`config.mk`:
```
export PLATFORM = sky130hd
export DESIGN_NAME = sa_a_skew_feeder_flat
export DESIGN_NICKNAME = d
export VERILOG_FILES = /design/src/rtl/sa_a_skew_feeder_pkg.sv /design/src/rtl/sa_a_skew_feeder_if.sv /design/src/rtl/sa_a_skew_feeder_delay_line.sv /design/src/rtl/sa_a_skew_feeder.sv /design/src/flat_wrapper.sv
export SDC_FILE = /design/constraint.sdc
export NUM_CORES = 1
export LEC_CHECK = 0
export ABC_AREA = 1
export ABC_CLOCK_PERIOD_IN_PS = 2400
export CAP_MARGIN = 20
export CORE_MARGIN = 2
export CORE_UTILIZATION = 40
export CTS_CLUSTER_SIZE = 25
export DETAILED_ROUTE_END_ITERATION = 7
export SLEW_MARGIN = 20
export SYNTH_ARGS = -nofsm -noshare
export SYNTH_HDL_FRONTEND = slang
export SYNTH_SLANG_ARGS = --single-unit
```
`constraint.sdc`:
```
create_clock -name clk -period 2.4 [get_ports clk]
set_input_delay 0.24 -clock clk [delete_from_list [all_inputs] [get_ports clk]]
set_output_delay 0.24 -clock clk [all_outputs]
set_load 0.005 [all_outputs]
```
`src/rtl/sa_a_skew_feeder_pkg.sv`:
```
// Shared types for the systolic-array operand feeders: element type, default widths
// and the tile-sequencer state encoding.
package sa_pkg;

    localparam int ELEM_BITS_DEF = 8;
    localparam int ACC_BITS_DEF  = 32;

    typedef logic signed [7:0] elem_t;

    typedef enum logic [2:0] {
        IDLE  = 3'd0,
        CLR   = 3'd1,
        FEED  = 3'd2,
        FLUSH = 3'd3,
        DONE  = 3'd4
    } feeder_state_e;

endpackage

```
`src/rtl/sa_a_skew_feeder_if.sv`:
```
// Bus bundle between the tile controller/upstream source (master) and the west-edge
// skew feeder (slave). stall_cnt exists only when SA_FEEDER_STALL_CNT_EN is defined.
interface sa_a_skew_feeder_if #(
    parameter int N         = 4,
    parameter int ELEM_BITS = 8,
    parameter int K_BITS    = 16
);
    logic                   start;
    logic [K_BITS-1:0]      k_len;
    logic                   s_valid;
    logic                   s_ready;
    logic [N*ELEM_BITS-1:0] s_data;
    logic [N*ELEM_BITS-1:0] row_data;
    logic [N-1:0]           row_valid;
    logic                   shift_en;
    logic                   clr;
    logic                   busy;
    logic                   done;
`ifdef SA_FEEDER_STALL_CNT_EN
    logic [31:0]            stall_cnt;
`endif

    modport master (
`ifdef SA_FEEDER_STALL_CNT_EN
        input  stall_cnt,
`endif
        output start, k_len, s_valid, s_data,
        input  s_ready, row_data, row_valid, shift_en, clr, busy, done
    );

    modport slave (
`ifdef SA_FEEDER_STALL_CNT_EN
        output stall_cnt,
`endif
        input  start, k_len, s_valid, s_data,
        output s_ready, row_data, row_valid, shift_en, clr, busy, done
    );

endinterface

```
`src/rtl/sa_a_skew_feeder_delay_line.sv`:
```
// Fixed-depth {data, valid} shift register; advances only while i_en is high.
module sa_delay_line #(
    parameter int DEPTH = 1,
    parameter int W     = 9
) (
    input  logic         clk,
    input  logic         rstn,
    input  logic         i_en,
    input  logic [W-1:0] i_din,
    output logic [W-1:0] o_dout
);

    logic [W-1:0] r_stage [DEPTH];

    generate
        for (genvar gi = 0; gi < DEPTH; gi++) begin : g_stage
            logic [W-1:0] w_src;
            if (gi == 0) begin : g_head
                assign w_src = i_din;
            end else begin : g_tail
                assign w_src = r_stage[gi-1];
            end

            always_ff @(posedge clk or negedge rstn) begin
                if (!rstn) begin
                    r_stage[gi] <= '0;
                end else if (i_en) begin
                    r_stage[gi] <= w_src;
                end
            end
        end
    endgenerate

    assign o_dout = r_stage[DEPTH-1];

endmodule

```
`src/rtl/sa_a_skew_feeder.sv`:
```
// West-edge operand feeder: sequences clear/feed/flush/done per tile and skews row i
// by i cycles. Optional stall counter enabled by SA_FEEDER_STALL_CNT_EN.
module sa_a_skew_feeder
    import sa_pkg::*;
#(
    parameter int N         = 4,
    parameter int ELEM_BITS = ELEM_BITS_DEF,
    parameter int K_BITS    = 16
) (
    input  logic               clk,
    input  logic               rstn,
    sa_a_skew_feeder_if.slave  bus
);

    localparam int FL_W = (N > 1) ? $clog2(N) : 1;

    feeder_state_e          r_state;
    logic [K_BITS-1:0]      r_k_len;
    logic [K_BITS-1:0]      r_cnt;
    logic [FL_W-1:0]        r_flush_cnt;
    logic                   r_s_ready;
    logic                   r_busy;
    logic                   r_clr;
    logic                   r_done;
    logic                   w_hs;
    logic [N*ELEM_BITS-1:0] w_row_data;
    logic [N-1:0]           w_row_valid;

    assign w_hs = bus.s_valid & r_s_ready;

    // Outputs are decoded from the next state so they line up with r_state.
    always_ff @(posedge clk or negedge rstn) begin
        if (!rstn) begin
            r_state     <= IDLE;
            r_k_len     <= '0;
            r_cnt       <= '0;
            r_flush_cnt <= '0;
            r_s_ready   <= 1'b0;
            r_busy      <= 1'b0;
            r_clr       <= 1'b0;
            r_done      <= 1'b0;
        end else begin
            case (r_state)
                IDLE: begin
                    if (bus.start) begin
                        if (bus.k_len != '0) begin
                            r_k_len <= bus.k_len;
                            r_state <= CLR;
                            r_clr   <= 1'b1;
                            r_busy  <= 1'b1;
                        end else begin
                            r_state <= DONE;
                            r_done  <= 1'b1;
                        end
                    end
                end
                CLR: begin
                    r_state   <= FEED;
                    r_clr     <= 1'b0;
                    r_s_ready <= 1'b1;
                    r_cnt     <= '0;
                end
                FEED: begin
                    if (w_hs) begin
                        r_cnt <= r_cnt + K_BITS'(1);
                        if (r_cnt == r_k_len - K_BITS'(1)) begin
                            r_state     <= FLUSH;
                            r_s_ready   <= 1'b0;
                            r_flush_cnt <= '0;
                        end
                    end
                end
                FLUSH: begin
                    r_flush_cnt <= r_flush_cnt + FL_W'(1);
                    if (r_flush_cnt == FL_W'(N-1)) begin
                        r_state <= DONE;
                        r_busy  <= 1'b0;
                        r_done  <= 1'b1;
                    end
                end
                DONE: begin
                    r_state <= IDLE;
                    r_done  <= 1'b0;
                end
                default: begin
                    r_state <= IDLE;
                end
            endcase
        end
    end

    // One delay line per row; a non-handshake busy cycle inserts a bubble in every row
    // so the diagonal stays aligned across input stalls.
    generate
        for (genvar gi = 0; gi < N; gi++) begin : g_row
            elem_t                w_elem;
            logic [ELEM_BITS:0]   w_entry;
            logic [ELEM_BITS:0]   w_out;

            assign w_elem  = elem_t'(bus.s_data[gi*ELEM_BITS +: ELEM_BITS]);
            assign w_entry = w_hs ? {ELEM_BITS'(w_elem), 1'b1} : '0;

            sa_delay_line #(
                .DEPTH (gi + 1),
                .W     (ELEM_BITS + 1)
            ) u_dl (
                .clk    (clk),
                .rstn   (rstn),
                .i_en   (r_busy),
                .i_din  (w_entry),
                .o_dout (w_out)
            );

            assign w_row_data[gi*ELEM_BITS +: ELEM_BITS] = w_out[ELEM_BITS:1];
            assign w_row_valid[gi]                       = w_out[0];
        end
    endgenerate

`ifdef SA_FEEDER_STALL_CNT_EN
    logic [31:0] r_stall_cnt;

    always_ff @(posedge clk or negedge rstn) begin
        if (!rstn) begin
            r_stall_cnt <= '0;
        end else if (r_state == CLR) begin
            r_stall_cnt <= '0;
        end else if ((r_state == FEED) && !bus.s_valid && (r_stall_cnt != '1)) begin
            r_stall_cnt <= r_stall_cnt + 32'd1;
        end
    end

    assign bus.stall_cnt = r_stall_cnt;
`endif

    assign bus.s_ready   = r_s_ready;
    assign bus.busy      = r_busy;
    // The delay lines advance exactly when busy, so the array forward enable is busy.
    assign bus.shift_en  = r_busy;
    assign bus.clr       = r_clr;
    assign bus.done      = r_done;
    assign bus.row_data  = w_row_data;
    assign bus.row_valid = w_row_valid;

endmodule

```
`src/flat_wrapper.sv`:
```
// flat-port wrapper written by rule: the top's interface ports become plain ports
module sa_a_skew_feeder_flat import sa_pkg::*;
#(
    parameter int N         = 4,
    parameter int ELEM_BITS = ELEM_BITS_DEF,
    parameter int K_BITS    = 16
)
  (clk, rstn, bus_start, bus_k_len, bus_s_valid, bus_s_data, bus_s_ready, bus_row_data, bus_row_valid, bus_shift_en, bus_clr, bus_busy, bus_done);
  sa_a_skew_feeder_if #(.N(N), .ELEM_BITS(ELEM_BITS), .K_BITS(K_BITS)) bus_i ();
  input  logic clk;
  input  logic rstn;
  input wire logic [$bits(bus_i.start)-1:0] bus_start;
  input wire logic [$bits(bus_i.k_len)-1:0] bus_k_len;
  input wire logic [$bits(bus_i.s_valid)-1:0] bus_s_valid;
  input wire logic [$bits(bus_i.s_data)-1:0] bus_s_data;
  output wire logic [$bits(bus_i.s_ready)-1:0] bus_s_ready;
  output wire logic [$bits(bus_i.row_data)-1:0] bus_row_data;
  output wire logic [$bits(bus_i.row_valid)-1:0] bus_row_valid;
  output wire logic [$bits(bus_i.shift_en)-1:0] bus_shift_en;
  output wire logic [$bits(bus_i.clr)-1:0] bus_clr;
  output wire logic [$bits(bus_i.busy)-1:0] bus_busy;
  output wire logic [$bits(bus_i.done)-1:0] bus_done;
  assign bus_i.start = bus_start;
  assign bus_i.k_len = bus_k_len;
  assign bus_i.s_valid = bus_s_valid;
  assign bus_i.s_data = bus_s_data;
  assign bus_s_ready = bus_i.s_ready;
  assign bus_row_data = bus_i.row_data;
  assign bus_row_valid = bus_i.row_valid;
  assign bus_shift_en = bus_i.shift_en;
  assign bus_clr = bus_i.clr;
  assign bus_busy = bus_i.busy;
  assign bus_done = bus_i.done;
  sa_a_skew_feeder #(.N(N), .ELEM_BITS(ELEM_BITS), .K_BITS(K_BITS)) u_core (.clk(clk), .rstn(rstn), .bus(bus_i));
endmodule
```
==> results by group, run 1 <==
Outcome
  – Run status: finished, final reports clean

Yosys
  – Post-synth EDFFs: 0
  – Synth Area per Inst: approximately 8.8 um2
  – Synth area leader: dfrtp_1
  – Unique cell type count in the Yosys netlist: 36
  – #FFs+latches synth: about 130
  – Synth top cells by count: dfrtp_1 (125), nand2_1 (114), inv_1 (81)
  – Ys async rst share: 1.00
  – Most frequent cell after synthesis: dfrtp_1
  – Register area share after synthesis: 0.550
  – Cell area after synthesis: 5680 um2
  – Post-Syn Nets: 700
  – Cells after Synth: roughly 650
  – Primary FF master, synth: dfrtp_1
  – Top-area cell type share of the netlist area: 0.550
  – Largest cells by area after synthesis: dfrtp_1 (55%), nand2_1 (7.5%), inv_1 (5.4%)
  – Yosys warning count: 0

Pwr
  – Sw Share: 0.344
  – Power per cell area: 1170 nW/um2
  – Pint: 5710 uW
  – Pleak: 0.00349 uW
  – Worst VDD drop: 0.000508 V
  – Combinational Power Share: 0.329
  – Net Switching: between 2000 and 3000 uW
  – Clock group share of total power: 0.292
  – Seq pwr share: 0.379

CTS
  – CTS tree: done
  – Clock Latency Late Sink: about 0.41 ns
  – Clock Tree Buf Depth: 2
  – CTS H-tree lvls: 4
  – Clk sink count: 125
  – Total CTS buffers: 17
  – CTS root buf: clkbuf_16
  – Worst-path clk slew: 0.06 ns

Setup path
  – Nature of the critical path endpoint: flop
  – R2r startpoint: u_core.r_k_len[0]$_DFFE_PN0P_
  – Crit Path Max Fanout: 7
  – Cell depth of the worst setup path: 15
  – Crit path cell chain: inv_1, ha_2, nand2_2, nor2_4, nand3_1, nand2_1, inv_1, nor2_1, nand2_1, nor2_1, nand2_1, nand2_1, nand2_1, nand2_1, nand2_1
  – Buf/Inv on CP: 2
  – CP max stage cell: dfrtp_1
  – Flop2flop setup slack: 0.22 ns
  – CP startpoint kind: flop
  – CP max stage delay: 0.39 ns
  – R2r worst-path depth: 15
  – Crit-path leading delay family: simple AND/OR/NAND/NOR gates
  – Critical Path AT: 2.48 ns
  – Setup CP Type: flop to flop
  – CP dominant cell by count: nand2_1
  – Worst Setup SP: u_core.r_k_len[0]$_DFFE_PN0P_
  – Worst r2r dst: u_core.r_flush_cnt[0]$_DFFE_PN0P_
  – Critical Path RT: 2.70 ns
  – CP endpoint: u_core.r_flush_cnt[0]$_DFFE_PN0P_

GRT
  – First-pass GRT wire length: 21100 um
  – Grt total ovfl: 0
  – Overall routing resource usage: 0.179
  – Vias in the first global route: 4520
  – Initial antenna violation count: 0
  – Largest net degree at the start of global routing: 98

Drt
  – Post-Route WL: 12400 um
  – DRT antenna net count: 0
  – WL/cell: 13.3 um
  – Drt pass-1 iters: 5
  – Post-DR vias/cell: 4.86
  – Via Count: 4539
  – # DRC: 0
  – Iter 0 DRT Violations: around 270

Place
  – Placed Instances: 901
  – GP Congestion: about 0.88
  – I/O Buffers: between 90 and 100
  – Post-DP HPWL: 8700 um

Floorplanning
  – Effective utilization at floorplan: 0.409
  – Die Footprint: between 15000 and 20000 um2
  – Site Rows: 43
  – Die height: between 100 and 150 um
  – Chip width: 123 um
  – Io pins: just over 90
  – Core Area: 13900 um2

Final layout
  – FILL cells: around 1300
  – Multi-input logic area: 2120 um2
  – Area Overhead vs Synth: 30.6%
  – Non-filler instance count after layout: 934
  – Share of layout cells above drive strength 1: 0.115
  – Final nets: 796
  – Ant diodes: 0
  – Seq. cell area: 3130 um2

Timing
  – Relative slew slack: 0.500
  – Fin crit period: 2.18 ns
  – Slew Viols, Final: 0
  – Final Hold Viols: 0
  – Setup TNS: 0 ns
  – Setup violators final: 0
  – RSZ-0062 raised after global routing: false
  – Worst hold slack: around 0.40 ns
  – Worst slew pin tran: 0.750 ns
  – Clock Skews: 0.00984 ns
  – Period utilisation layout: 0.907
  – Fmax: 460 MHz

Run
  – MaxCap Viol Count: 0

Worst hold path
  – HP Class: input pin to flop
## how the worst min path moves through the flow
| stage | start | end | slack [ns] | depth (start not counted) |
|---|---|---|---|---|
| after floorplan | rstn | u_core.bus.busy$_DFFE_PN0P_ | -0.06 | 0 |
| after global placement | rstn | u_core.bus.s_ready$_DFFE_PN0P_ | 0.36 | 1 |
| after detailed placement | rstn | u_core.bus.s_ready$_DFFE_PN0P_ | 0.36 | 1 |
| after CTS | bus_s_data[26] | u_core.g_row[3].u_dl.g_stage[1].w_src[3]$_DFFE_PN0P_ | 0.39 | 3 |
| after global routing | bus_s_data[5] | u_core.g_row[0].u_dl.o_dout[6]$_DFFE_PN0P_ | 0.40 | 3 |
| final | bus_s_data[30] | u_core.g_row[3].u_dl.g_stage[1].w_src[7]$_DFFE_PN0P_ | 0.40 | 3 |
## cell families after synthesis
| logic type | Yosys count | share of synthesized area |
|---|---|---|
| compound gates | 104 | 0.0949 |
| xor+xnor | 17 | 0.0262 |
| fa+ha+maj | 3 | 0.00661 |
| buf+inv | 112 | 0.0777 |
| flops | 125 | 0.550 |
| mux | 14 | 0.0277 |
| simple gates | 270 | 0.216 |
## flip-flops by register name, summed over array words and instances, names as in the netlist
register	cells
u_core.g_row.u_dl.g_stage.w_src	51
u_core.g_row.u_dl.o_dout	33
u_core.r_cnt	16
u_core.r_k_len	16
u_core.r_state	3
u_core.r_flush_cnt	2
u_core.bus.busy	1
u_core.bus.clr	1
u_core.bus.done	1
u_core.bus.s_ready	1
## layout make-up
cell class | instances | area share
clock buffers | 20 | 0.0615
clock inverters | 12 | 0.0184
inverters | 85 | 0.0430
multi-input cells | 408 | 0.285
flip-flops and latches | 125 | 0.422
well taps | 180 | 0.0303
repair buffers | 104 | 0.140
## stage by stage
| step | power [uW] | setup slack (ns) | utilization | area, um2 |
|---|---|---|---|---|
| after detailed placement | 6200 | 0.208 | 0.491 | 6820 |
| after floorplan | 5080 | 0.643 | - | 5680 |
| after CTS | 8800 | 0.192 | 0.534 | 7420 |
| after global routing | 9370 | 0.00389 | 0.535 | 7420 |
| final | 8710 | 0.224 | 0.535 | 7420 |
| after global placement | 6120 | 0.247 | 0.491 | 6820 |
## layer usage
| metal | up-vias | wire length, um | global-route usage |
|---|---|---|---|
| met3 | 11 | 863 | 0.0761 |
| met5 | - | 0 | 0 |
| li1 | 2256 | - | - |
| met1 | 2177 | 5560 | 0.220 |
| met4 | 0 | 105 | 0.0582 |
| met2 | 95 | 5890 | 0.286 |
## repair_timing
| action | 4_1_cts | 5_1_grt |
|---|---|---|
| setup buffers | 0 | 0 |
| resized for setup | 0 | 1 |
| endpoints found under the hold margin | 52 | 0 |
| setup endpoints to repair | 0 | 3 |
| hold buffers | 1 | 0 |
## power groups by stage
stage,clock [uW],sequential [uW],combinational (uW)
global placement,0,3320,2810
finish,2540,3300,2870
floorplan,0,3200,1880
CTS,2590,3310,2900
global route,2710,3400,3260
detailed placement,0,3330,2880
## cells in the final DEF (no fill, tap or decap), drive strengths merged, types with 3 or more instances in the layout
cell type | Yosys | final
inv | 85 | 87
nand4 | 6 | 6
xor2 | 13 | 13
mux2 | 14 | 14
nor4 | 4 | 4
ha | 3 | 3
buf | 10 | 12
nand3b | 4 | 4
nand3 | 48 | 48
clkinv | 0 | 5
o21ai | 60 | 60
dfrtp | 125 | 125
a21oi | 39 | 39
nor2 | 78 | 78
clkdlybuf4s50 | 0 | 91
nand2 | 123 | 123
xnor2 | 4 | 4
clkinvlp | 0 | 3
clkbuf | 17 | 20
## worst min-delay path: stages
cell and delay [ns]:
clkdlybuf4s50_1 0.39, nand3_1 0.07, o21ai_0 0.07
Power figures use the tool's default switching activity.
==> run 2, diff against run 1 <==
PLACE_DENSITY = 0.67   (was not set)
==> run 2 against run 1 <==
Net effect:
- register-to-register slack barely moved
- non-clock buffer count fell by 3
- design area fell by 0.69%
- critical path type unchanged
- setup slack improved by 0.012 ns
- global-route usage rose by 0.19 points
- fmax rose by 0.55%
- core utilization fell by 0.37 points
- critical path depth did not move
- via count fell by 1.0%
- combinational power barely moved
==> results by group, run 2 (synthesis gave the netlist of run 1 again) <==
Timing
  – Setup ws final: 0.236 ns
  – Relative slew slack: 0.619
  – Fin crit period: 2.16 ns
  – Slew Viols, Final: 0
  – Final Hold Viols: 0
  – Worst slew pin tran: 0.571 ns
  – Period utilisation layout: 0.902
  – Setup violators final: 0
  – Fmax: 462 MHz
  – RSZ-0062 raised after global routing: false
  – Clock Skews: a little under 0.009 ns
  – Setup TNS: 0 ns

CTS
  – Worst-path clk slew: 0.05 ns
  – Total CTS buffers: 17
  – Postcts setup bufs: 0
  – Clock Tree Buf Depth: 2
  – Clk sink count: 125
  – Clock Latency Late Sink: 0.41 ns
  – CTS root buf: clkbuf_16
  – CTS H-tree lvls: 4
  – CTS tree: done

Drt
  – Via Count: 4493
  – Post-Route WL: roughly 13000 um
  – Post-DR vias/cell: around 4.8
  – Iter 0 DRT Violations: 275
  – DRT antenna net count: 0
  – WL/cell: 13.7 um
  – # DRC: 0
  – Drt pass-1 iters: 5

Setup path
  – Nature of the critical path endpoint: flop
  – CP startpoint kind: flop
  – Critical Path AT: 2.45 ns
  – Crit Path Max Fanout: 7
  – Flop2flop setup slack: ~0.24 ns
  – Critical Path RT: 2.68 ns
  – Setup CP Type: flop to flop

Run
  – MaxCap Viol Count: 0

Final layout
  – Ant diodes: 0
  – Most common cell after layout, fill and taps aside: dfrtp_1
  – Area Overhead vs Synth: 29.7%
  – Largest register FFs: 51
  – Util after Layout: 0.531
  – FILL cells: between 1000 and 1500
  – Highest-count cells in the layout ignoring fill and taps: dfrtp_1 (124), nand2_1 (114), clkdlybuf4s50_1 (91)
  – Share of layout cells above drive strength 1: 0.108
  – Final nets: 793

Floorplanning
  – Site Rows: between 40 and 50
  – Core Area: around 14000 um2
  – Effective utilization at floorplan: 0.409
  – Chip width: around 120 um
  – Die height: about 120 um
  – Io pins: a little over 90
  – Die Footprint: roughly 15000 um2

GRT
  – Grt total ovfl: 0
  – Overall routing resource usage: 0.181
  – Initial antenna violation count: 0
  – Vias in the first global route: approximately 4500
  – Largest net degree at the start of global routing: 108
  – First-pass GRT wire length: 21200 um

Place
  – Post-DP HPWL: 8770 um
  – I/O Buffers: 92
  – Post-Place Setup Slack: roughly 0.26 ns
  – GP Congestion: 0.902

Pwr
  – Total power: 8630 uW
  – Pleak: about 0.0035 uW
  – Worst VDD drop: about 0.00074 V
  – Power per cell area: between 1000 and 1500 nW/um2

Worst hold path
  – HP Class: input pin to asynchronous set/reset pin

Outcome
  – Run status: finished, final reports clean
==> run 2: cell count changes in the layout (fill, tap and decap cells not counted) <==
cell	before	now
clkinvlp_4	3	4
clkinv_4	3	1
inv_6	2	1
buf_4	10	7
clkbuf_1	1	2
clkbuf_8	2	1
==> run 2: final cells by class <==
class                      count  area, um2  area share
sequential                   125       3130       0.425
multi-input combinational    408       2120       0.287
timing repair buffer         101       1010       0.138
clock buffer                  20        447      0.0606
inverter                      85        319      0.0433
tap                          180        225      0.0306
clock inverter                10        118      0.0160
==> run 2: path summary, 6_finish.rpt <==
kind / cells past startpoint / end / startpoint
max reg2reg: 15 / u_core.bus.s_ready$_DFFE_PN0P_ / u_core.r_k_len[0]$_DFFE_PN0P_
min in group clk: 3 / u_core.g_row[2].u_dl.g_stage[1].w_src[2]$_DFFE_PN0P_ / bus_s_data[17]
max: 15 / u_core.bus.s_ready$_DFFE_PN0P_ / u_core.r_k_len[0]$_DFFE_PN0P_
min: 2 / u_core.r_k_len[0]$_DFFE_PN0P_ / rstn
min reg2reg: 2 / u_core.g_row[3].u_dl.g_stage[2].w_src[5]$_DFFE_PN0P_ / u_core.g_row[3].u_dl.g_stage[1].w_src[5]$_DFFE_PN0P_
max in group asynchronous: 3 / u_core.bus.busy$_DFFE_PN0P_ / rstn
==> run 2: worst max-delay path, stage by stage, from the launching register on <==
cell and delay (ns):
dfrtp_1 0.38, inv_1 0.19, ha_2 0.28, nand2_2 0.11
nor2_4 0.18, nand3_1 0.09, nand2_1 0.07, inv_1 0.03
nor2_1 0.09, nand2_1 0.06, nor2_1 0.16, nand2_1 0.08
nand2_1 0.12, nand2_1 0.07, nand2_1 0.07, nand2_1 0.06
==> run 2: per-layer routing <==
| metal | GRT usage | wire (um) | vias to the layer above |
|---|---|---|---|
| li1 | - | - | 2241 |
| met1 | 0.222 | 5640 | 2139 |
| met2 | 0.292 | 6150 | 100 |
| met3 | 0.0706 | 773 | 13 |
| met4 | 0.0639 | 176 | 0 |
| met5 | 0 | 0 | - |
==> run 2: power breakdown <==
group	total (uW)	switching, uW	leakage (uW)	internal [uW]
Sequential	3290	479	0.00163	2810
Combinational	2890	1580	0.00156	1300
Clock	2450	912	0.000264	1540
Total	8630	2970	0.00346	5660
==> run 2: per-stage QoR <==
stage,area [um2],hold slack (ns),std cells
finish,7370,0.318,929
global route,7370,0.355,929
CTS,7370,0.323,929
detailed placement,6790,0.221,898
global placement,6790,0.213,898
floorplan,5680,-0.0556,645
==> run 2: what timing repair did <==
item / CTS / global route
endpoints found under the hold margin: 30 / 0
setup endpoints to repair: 0 / 1
hold buffers: 1 / 0
resized for setup: 0 / 1
==> run 3, diff against run 2 <==
PLACE_DENSITY = 0.7   (was 0.67)
==> run 3 against run 2 <==
Net effect:
- die area did not move
- register-to-register slack improved by 0.04 ns
- first-iteration DRC count rose by 8.7%
- count of clock-buffer cells in the layout fell by 1
- largest cell class unchanged
- highest routed layer unchanged
==> results by group, run 3 (synthesis gave the netlist of run 1 again) <==
Drt
  – DRT antenna net count: 0
  – Via Count: 4500
  – Post-Route WL: 12600 um
  – WL/cell: 13.5 um
  – Post-DR vias/cell: 4.83
  – Drt pass-1 iters: 4
  – Iter 0 DRT Violations: 299
  – # DRC: 0

Timing
  – Setup ws final: ~0.27 ns
  – RSZ-0062 raised after global routing: false
  – Setup TNS: 0 ns
  – Final Hold Viols: 0
  – Period utilisation layout: 0.886
  – Relative slew slack: 0.539
  – Clock Skews: around 0.01 ns
  – Worst slew pin tran: approximately 0.69 ns
  – Slew Viols, Final: 0
  – Fin crit period: 2.13 ns
  – Fmax: 470 MHz
  – Setup violators final: 0

Pwr
  – Seq pwr share: 0.375
  – Power per cell area: around 1200 nW/um2
  – Total power: 8810 uW
  – Clock group share of total power: 0.298
  – Combinational Power Share: 0.327
  – Worst VDD drop: between 0.0006 and 0.0007 V
  – Sw Share: 0.343
  – Net Switching: 3020 uW
  – Pleak: about 0.0035 uW
  – Pint: 5780 uW

Setup path
  – CP startpoint kind: flop
  – Critical Path RT: 2.70 ns
  – R2r startpoint: u_core.r_k_len[0]$_DFFE_PN0P_
  – Critical Path AT: 2.43 ns
  – R2r worst-path depth: 15
  – Buf/Inv on CP: 1
  – Crit Path Max Fanout: 7
  – CP max stage delay: 0.38 ns
  – Worst r2r dst: u_core.r_flush_cnt[0]$_DFFE_PN0P_
  – CP max stage cell: dfrtp_1
  – CP dominant cell by count: nand2_1
  – Flop2flop setup slack: 0.27 ns
  – Nature of the critical path endpoint: flop
  – Crit path cell chain: inv_1, ha_2, nand2_2, nor2_4, nand2_1, nand2_1, nand2_1, nor2_1, nand2_1, nor2_1, nand2_1, nand2_1, nand2_1, nand2_1, nand2_1
  – Setup CP Type: flop to flop
  – Crit-path leading delay family: simple AND/OR/NAND/NOR gates

Final layout
  – Area Overhead vs Synth: 30.6%
  – FILL cells: 1271
  – Final nets: slightly below 800
  – Highest-count cells in the layout ignoring fill and taps: dfrtp_1 (124), nand2_1 (114), clkdlybuf4s50_1 (91)
  – Seq. cell area: about 3100 um2
  – Ant diodes: 0
  – Largest register FFs: 51
  – Most common cell after layout, fill and taps aside: dfrtp_1
  – Multi-input logic area: approximately 2100 um2
  – Share of layout cells above drive strength 1: 0.112

CTS
  – Worst-path clk slew: roughly 0.06 ns
  – Clk sink count: 125
  – CTS tree: done
  – CTS H-tree lvls: 4
  – CTS root buf: clkbuf_16
  – Clock Tree Buf Depth: 2
  – Clock Latency Late Sink: roughly 0.42 ns
  – Total CTS buffers: 17

Run
  – MaxCap Viol Count: 0

Outcome
  – Run status: finished, final reports clean

Floorplanning
  – Effective utilization at floorplan: 0.409
  – Core Area: 13900 um2
  – Die height: approximately 120 um
  – Die Footprint: 15200 um2
  – Site Rows: 43
  – Chip width: 123 um
  – Io pins: 93

GRT
  – Vias in the first global route: 4604
  – Largest net degree at the start of global routing: 87
  – Overall routing resource usage: 0.184
  – Grt total ovfl: 0
  – First-pass GRT wire length: ~22000 um
  – Initial antenna violation count: 0

Worst hold path
  – WHS Endpoint: u_core.g_row[1].u_dl.g_stage[1].w_src[5]$_DFFE_PN0P_
  – HP Class: input pin to flop
  – Hold depth: 3
  – Hold Path Origin: bus_s_data[12]

Place
  – I/O Buffers: 92
  – Post-DP HPWL: 8850 um
  – GP Congestion: between 0.8 and 0.9
  – Post-Place Setup Slack: 0.236 ns
==> run 3: stage by stage <==
| stage | hold WS (ns) | util | std cells | cell area [um2] |
|---|---|---|---|---|
| 6_report | 0.398 | 0.535 | 931 | 7420 |
| 2_1_floorplan | -0.0556 | - | 645 | 5680 |
| 3_5_place_dp | 0.336 | 0.490 | 898 | 6810 |
| 3_3_place_gp | 0.327 | 0.490 | 898 | 6810 |
| 4_1_cts | 0.386 | 0.535 | 931 | 7420 |
| 5_1_grt | 0.403 | 0.535 | 931 | 7420 |
==> run 3: repair_timing <==
| item | CTS | global route |
|---|---|---|
| hold endpoints to repair | 48 | 0 |
| hold buffers | 1 | 0 |
| setup buffers | 0 | 0 |
| resized for setup | 0 | 1 |
| endpoints found under the setup margin | 0 | 1 |
==> run 3: worst max path at each step <==
| stage | start | end | slack, ns | depth (start not counted) |
|---|---|---|---|---|
| 6_report | u_core.r_k_len[0]$_DFFE_PN0P_ | u_core.r_flush_cnt[0]$_DFFE_PN0P_ | 0.27 | 15 |
| 5_1_grt | u_core.r_k_len[0]$_DFFE_PN0P_ | u_core.r_flush_cnt[0]$_DFFE_PN0P_ | 0.03 | 15 |
| 4_1_cts | u_core.r_k_len[0]$_DFFE_PN0P_ | u_core.r_flush_cnt[0]$_DFFE_PN0P_ | 0.21 | 15 |
| 3_5_place_dp | u_core.r_k_len[0]$_DFFE_PN0P_ | u_core.r_flush_cnt[0]$_DFFE_PN0P_ | 0.24 | 15 |
| 3_3_place_gp | u_core.r_k_len[0]$_DFFE_PN0P_ | u_core.r_flush_cnt[0]$_DFFE_PN0P_ | 0.28 | 15 |
| 2_1_floorplan | u_core.r_k_len[0]$_DFFE_PN0P_ | u_core.r_flush_cnt[0]$_DFFE_PN0P_ | 0.64 | 15 |
==> run 3: cell type report <==
type,count,area share
flip-flops and latches,125,0.422
multi-input cells,408,0.285
repair buffers,101,0.138
clock buffers,19,0.0597
inverters,85,0.0430
well taps,180,0.0303
clock inverters,13,0.0221
==> run 3: power groups by stage <==
stage | Clock, uW | Combinational, uW | Sequential [uW]
2_1_floorplan | 0 | 1880 | 3200
5_1_grt | 2770 | 3300 | 3400
6_report | 2620 | 2880 | 3300
3_5_place_dp | 0 | 2900 | 3330
3_3_place_gp | 0 | 2820 | 3300
4_1_cts | 2660 | 2920 | 3310
==> run 3: per-layer routing <==
metal  up-vias  share of wire  global-route usage
met5         -              0                   0
li1       2252              -                   -
met3        23          0.063              0.0673
met4         0          0.019              0.0682
met2       101           0.47               0.292
met1      2124           0.44               0.231
==> run 3: worst reg2reg max path: cells and delay by family, from the launching register on <==
kind,cells,cell delay (ns)
DFF,1,0.38
buffers and inverters,1,0.18
adders and majority gates,1,0.27
and+or+nand+nor,13,1.17
